**src/rtl/imem_arbiter.sv**
```systemverilog
// Single-port instruction/data memory arbiter for fetch, LSU and VGA scanout.
// VGA has fixed priority, starved fetch/LSU override it, fetch and LSU share round-robin.
module imem_arbiter #(
    parameter int ADDR_W       = 13,
    parameter int DATA_W       = 16,
    parameter int STARVE_LIMIT = 4
) (
    input  logic              clk,
    input  logic              rst_async,
    input  logic              fetch_req,
    input  logic [ADDR_W-1:0] fetch_addr,
    output logic              fetch_gnt,
    output logic              fetch_rvalid,
    output logic [DATA_W-1:0] fetch_rdata,
    input  logic              lsu_req,
    input  logic              lsu_we,
    input  logic [1:0]        lsu_be,
    input  logic              lsu_lock,
    input  logic [ADDR_W-1:0] lsu_addr,
    input  logic [DATA_W-1:0] lsu_wdata,
    output logic              lsu_gnt,
    output logic              lsu_rvalid,
    output logic [DATA_W-1:0] lsu_rdata,
    input  logic              vga_req,
    input  logic [ADDR_W-1:0] vga_addr,
    output logic              vga_gnt,
    output logic              vga_rvalid,
    output logic [DATA_W-1:0] vga_rdata,
    output logic              mem_en,
    output logic              mem_we,
    output logic [1:0]        mem_be,
    output logic [ADDR_W-1:0] mem_addr,
    output logic [DATA_W-1:0] mem_wdata,
    input  logic [DATA_W-1:0] mem_rdata
);

    typedef enum logic [1:0] {
        OWN_NONE  = 2'd0,
        OWN_FETCH = 2'd1,
        OWN_LSU   = 2'd2,
        OWN_VGA   = 2'd3
    } owner_t;

    localparam logic [3:0] LIMIT = 4'(STARVE_LIMIT);

    logic       rr_ptr;       // 0 = fetch preferred, 1 = LSU preferred
    logic       lock_active;
    logic [3:0] fetch_wait;
    logic [3:0] lsu_wait;
    logic [3:0] fetch_wait_next;
    logic [3:0] lsu_wait_next;
    owner_t     rd_owner;
    owner_t     rd_owner_next;

    // Grants are held low during reset so nothing issued then can return data.
    always_comb begin
        fetch_gnt = 1'b0;
        lsu_gnt   = 1'b0;
        vga_gnt   = 1'b0;
        if (!rst_async) begin
            if (lock_active && lsu_req)                      lsu_gnt   = 1'b1;
            else if (fetch_req && (fetch_wait >= LIMIT))     fetch_gnt = 1'b1;
            else if (lsu_req && (lsu_wait >= LIMIT))         lsu_gnt   = 1'b1;
            else if (vga_req)                                vga_gnt   = 1'b1;
            else if (fetch_req && (!rr_ptr || !lsu_req))     fetch_gnt = 1'b1;
            else if (lsu_req)                                lsu_gnt   = 1'b1;
        end
    end

    always_comb begin
        mem_en    = fetch_gnt | lsu_gnt | vga_gnt;
        mem_we    = lsu_gnt & lsu_we;
        mem_be    = (lsu_gnt && lsu_we) ? lsu_be : 2'b11;
        mem_wdata = lsu_wdata;
        mem_addr  = fetch_addr;
        if (lsu_gnt)      mem_addr = lsu_addr;
        else if (vga_gnt) mem_addr = vga_addr;
    end

    always_comb begin
        rd_owner_next = OWN_NONE;
        if (fetch_gnt)               rd_owner_next = OWN_FETCH;
        else if (vga_gnt)            rd_owner_next = OWN_VGA;
        else if (lsu_gnt && !lsu_we) rd_owner_next = OWN_LSU;
    end

    // Wait counters saturate at the limit and clear on grant or dropped request.
    always_comb begin
        fetch_wait_next = 4'd0;
        lsu_wait_next   = 4'd0;
        if (fetch_req && !fetch_gnt)
            fetch_wait_next = (fetch_wait < LIMIT) ? fetch_wait + 4'd1 : fetch_wait;
        if (lsu_req && !lsu_gnt)
            lsu_wait_next = (lsu_wait < LIMIT) ? lsu_wait + 4'd1 : lsu_wait;
    end

    always_ff @(posedge clk) begin
        if (rst_async) begin
            rr_ptr      <= 1'b0;
            lock_active <= 1'b0;
            fetch_wait  <= 4'd0;
            lsu_wait    <= 4'd0;
            rd_owner    <= OWN_NONE;
        end else begin
            if (fetch_gnt)    rr_ptr <= 1'b1;
            else if (lsu_gnt) rr_ptr <= 1'b0;
            // A locked grant cannot re-arm the lock.
            lock_active <= lsu_gnt & lsu_lock & ~lock_active;
            fetch_wait  <= fetch_wait_next;
            lsu_wait    <= lsu_wait_next;
            rd_owner    <= rd_owner_next;
        end
    end

    assign fetch_rvalid = (rd_owner == OWN_FETCH);
    assign lsu_rvalid   = (rd_owner == OWN_LSU);
    assign vga_rvalid   = (rd_owner == OWN_VGA);
    assign fetch_rdata  = mem_rdata;
    assign lsu_rdata    = mem_rdata;
    assign vga_rdata    = mem_rdata;

endmodule

```
**config.mk**
```make
export PLATFORM = sky130hd
export DESIGN_NAME = imem_arbiter
export DESIGN_NICKNAME = d
export VERILOG_FILES = /design/src/rtl/imem_arbiter.sv
export SDC_FILE = /design/constraint.sdc
export NUM_CORES = 1
export LEC_CHECK = 0
export ABC_AREA = 0
export CAP_MARGIN = 10
export CORE_AREA = 2 2 61 105
export CTS_BUF_LIST = sky130_fd_sc_hd__clkbuf_8
export CTS_CLUSTER_DIAMETER = 200
export CTS_CLUSTER_SIZE = 12
export DETAILED_ROUTE_END_ITERATION = 8
export DIE_AREA = 0 0 63 107
export PLACE_DENSITY = 0.86
export SYNTH_ARGS = -nofsm -noshare
export SYNTH_HDL_FRONTEND = slang
export SYNTH_SLANG_ARGS = --single-unit
export TNS_END_PERCENT = 30
```
**constraint.sdc**
```tcl
create_clock -name clk -period 1.6 [get_ports clk]
set_input_delay 0.24 -clock clk [delete_from_list [all_inputs] [get_ports clk]]
set_output_delay 0.24 -clock clk [all_outputs]
set_load 0.02 [all_outputs]
```
==> impl_metrics.toml <==
[setup_path]
crit_chain = "nor2b_1 > o21a_1 > or4_4 > buf_6 > or3_4 > buf_6"
worstPathMaxFanout = 5
cp.required_ns = 1.36
critical-path-max-stage-delay_ns = 0.55
slowest_stage = "or4_4"
start_kind = "flop"
endpoint_kind = "primary output"
crit_type = "flop to primary output"
timing.critical_path.mode_cell = "buf_6"
cp.arrival_ns = 1.97

[status]
outcome = "finished with violations"
violations = "setup timing"

[logic_synthesis]
synth_compound_area_frac = 0.0824
avgSynthCellArea_um2 = 8.81
synth_seq_area_share = 0.168
yosys.area_share.simple = 0.102
syn-num-nets = 244
ys_ff_latch = 12
synth_top_family_by_area = "buffers and inverters"
netlist_area_um2 = 1430
synth_mux_area_frac = 0.234
ys_warn_count = 0
synth_fa_ha_area_frac = 0.0175
synth_xor_area_frac = 0.0123
synthDistinctLibCells = 27
synth_cells = 162

[cells_and_area]
insertedDiodeCount = 0
area_growth_pct = 45.2
fill_cells = 625
multi_input_area_um2 = 702
seq_area_um2 = 246
final_nets = 272
drive_above_1_share = 0.460

[grt]
met2_usage = 0.214
grt_pass1_vias = 1226
grt_remaining_overflow = 0
use_met3 = 0.0451
use_met1 = 0.105
grt-busiest-layer = "met2"
grt_util_all_layers = 0.121
grt_pass1_wl_mm = 6.11
grt_max_degree = 15
antenna_found_initial = 0

[sta]
max_freq_mhz = 453
hold_viol = 0
slew_headroom = 0.800
tightest_slew_ns = 0.301
setup_viol_count_final = 20
finClkSkew_ns = 0.00450
rsz0062_at_grt = "yes"
timing.final.max_slew_violations = 0
fin_crit_sh = 1.38
whs_ns = 0.480
setup_slack_ns = -0.607
period_minus_slack_ns = 2.21

[floorplanning]
row_count = 37
die_height_um = 107
fp.dieW_um = 63
io_pins = 167
core_area_um2 = 5880
die_area_um2 = 6740
start_util = 0.243

[placed_design]
dp_hpwl_mm = 3.25
io_buffers = 70
place_congestion = 0.662

[clock_network]
cts_root_buf = "clkbuf_8"
clkSinkCount = 12
ctsHoldBuffers = 0
cts_buffers = 3
clockBufferDepth = 2
clk_latency_ns = 0.25
cts_tree = "yes"
path_clk_slew_ns = 0.06
cts_max_level = 1

[detailed_routing]
route.detailed.drc = 0
drt-total-wl_mm = 4.13
detail-route-antenna-nets = 0
num_vias = 1134
drt_pre_antenna_iters = 3
drtIter0Drc = 16
routed_via_density = 4.25
wl_per_cell_um = 15.5

[job]
cap_violations = 0

[power_and_ir_drop]
peakVddDrop_uv = 212
leakage_uw = 0.000946
power_uw = 1130
power_density_nw_per_um2 = 544

[hold_path]
min_path_type = "input port to primary output"
[final timing paths]
path | startpoint | to | slack, ns | cells after the start
worst min-delay path | lsu_wdata[11] | mem_wdata[11] | 0.48 | 0
worst max-delay path | rr_ptr | mem_be[0] | -0.61 | 6
worst min register to register | lsu_wait[1] | lsu_wait[1] | 0.49 | 2
worst max register to register | rr_ptr | lock_active | -0.01 | 6
[metrics by stage]
stage / utilization / std cells / cell area (um^2) / setup TNS, ns / setup WS (ns)
after global placement: 0.323 / 260 / 1900 / -22.31 / -1.17
after detailed placement: 0.323 / 260 / 1900 / -22.35 / -1.17
after CTS: 0.348 / 267 / 2050 / -10.52 / -0.619
after global routing: 0.353 / 267 / 2070 / -11.35 / -0.657
after floorplan: - / 162 / 1460 / -2.59 / -0.173
final: 0.353 / 267 / 2070 / -10.19 / -0.607
[area by class of cell]
class / count / share of cell area
Timing Repair Buffer: 90 / 0.450
Multi-Input combinational cell: 74 / 0.339
Sequential cell: 12 / 0.119
Inverter: 9 / 0.0187
Tap cell: 78 / 0.0471
Clock buffer: 4 / 0.0266
[synth_stat cells (all sizes together)]
| library cell | count | share of area |
|---|---|---|
| a21bo | 1 | 0.0070 |
| nor3 | 1 | 0.0070 |
| buf | 67 | 0.36 |
| o2111ai | 1 | 0.018 |
| mux2 | 26 | 0.23 |
| o31a | 1 | 0.0070 |
| nor2 | 11 | 0.029 |
| nand2 | 4 | 0.011 |
| o21a | 1 | 0.0053 |
| inv | 9 | 0.024 |
| or4 | 1 | 0.0079 |
| or3 | 2 | 0.0088 |
| and2 | 1 | 0.0044 |
| ha | 2 | 0.018 |
| nor2b | 4 | 0.018 |
| and3 | 1 | 0.0044 |
| nor3b | 1 | 0.0053 |
| a21oi | 5 | 0.018 |
| o2bb2ai | 1 | 0.0061 |
| dfxtp | 12 | 0.17 |
| o21ai | 6 | 0.021 |
| nand3 | 2 | 0.0070 |
| xnor2 | 2 | 0.012 |
[critical path: cells and delay by family, from the launching register on]
family | cells | cell delay (ns)
AND/OR/NAND/NOR | 3 | 0.92
flip-flops | 1 | 0.32
buffers and inverters | 2 | 0.30
AO/OA/AOI/OAI | 1 | 0.17
[state kept, by name, summed over array words and instances, names as in the netlist]
signal       cells
lock_active      1
fetch_wait       4
rr_ptr           1
rd_owner         2
lsu_wait         4
[metal layers]
metal | share of wire | routed length (um)
met1 | 0.30 | 1220
met2 | 0.52 | 2160
met3 | 0.11 | 439
met4 | 0.076 | 313
met5 | 0 | 0
[cells by family after synthesis]
kind of cell | after synthesis
and+or+nand+nor | 28
AOI/OAI and AO/OA | 16
muxes | 26
buffers and inverters | 76
DFF | 12
adders and majority gates | 2
xor gates and xnor gates | 2
[cell usage in the layout (no fill, tap or decap), drive strengths merged, types with 3 or more instances in the layout]
cell type / n
mux2: 26
clkbuf: 4
nand2: 4
clkdlybuf4s50: 44
nor2b: 4
dlygate4sd2: 3
nor2: 11
dfxtp: 12
o21ai: 6
buf: 40
a21oi: 5
inv: 8
[timing repair]
item | 4_1_cts | 5_1_grt
pin swaps | 4 | 1
cloned | 1 | 0
hold endpoints to repair | 0 | 0
endpoints found under the setup margin | 23 | 23
buffers inserted | 2 | 0
gates resized for setup | 135 | 11
[where the power goes]
group	switching [uW]	internal, uW
clock network	126	218
logic	171	296
registers	6.21	309
(Power assumes the default switching activity.)
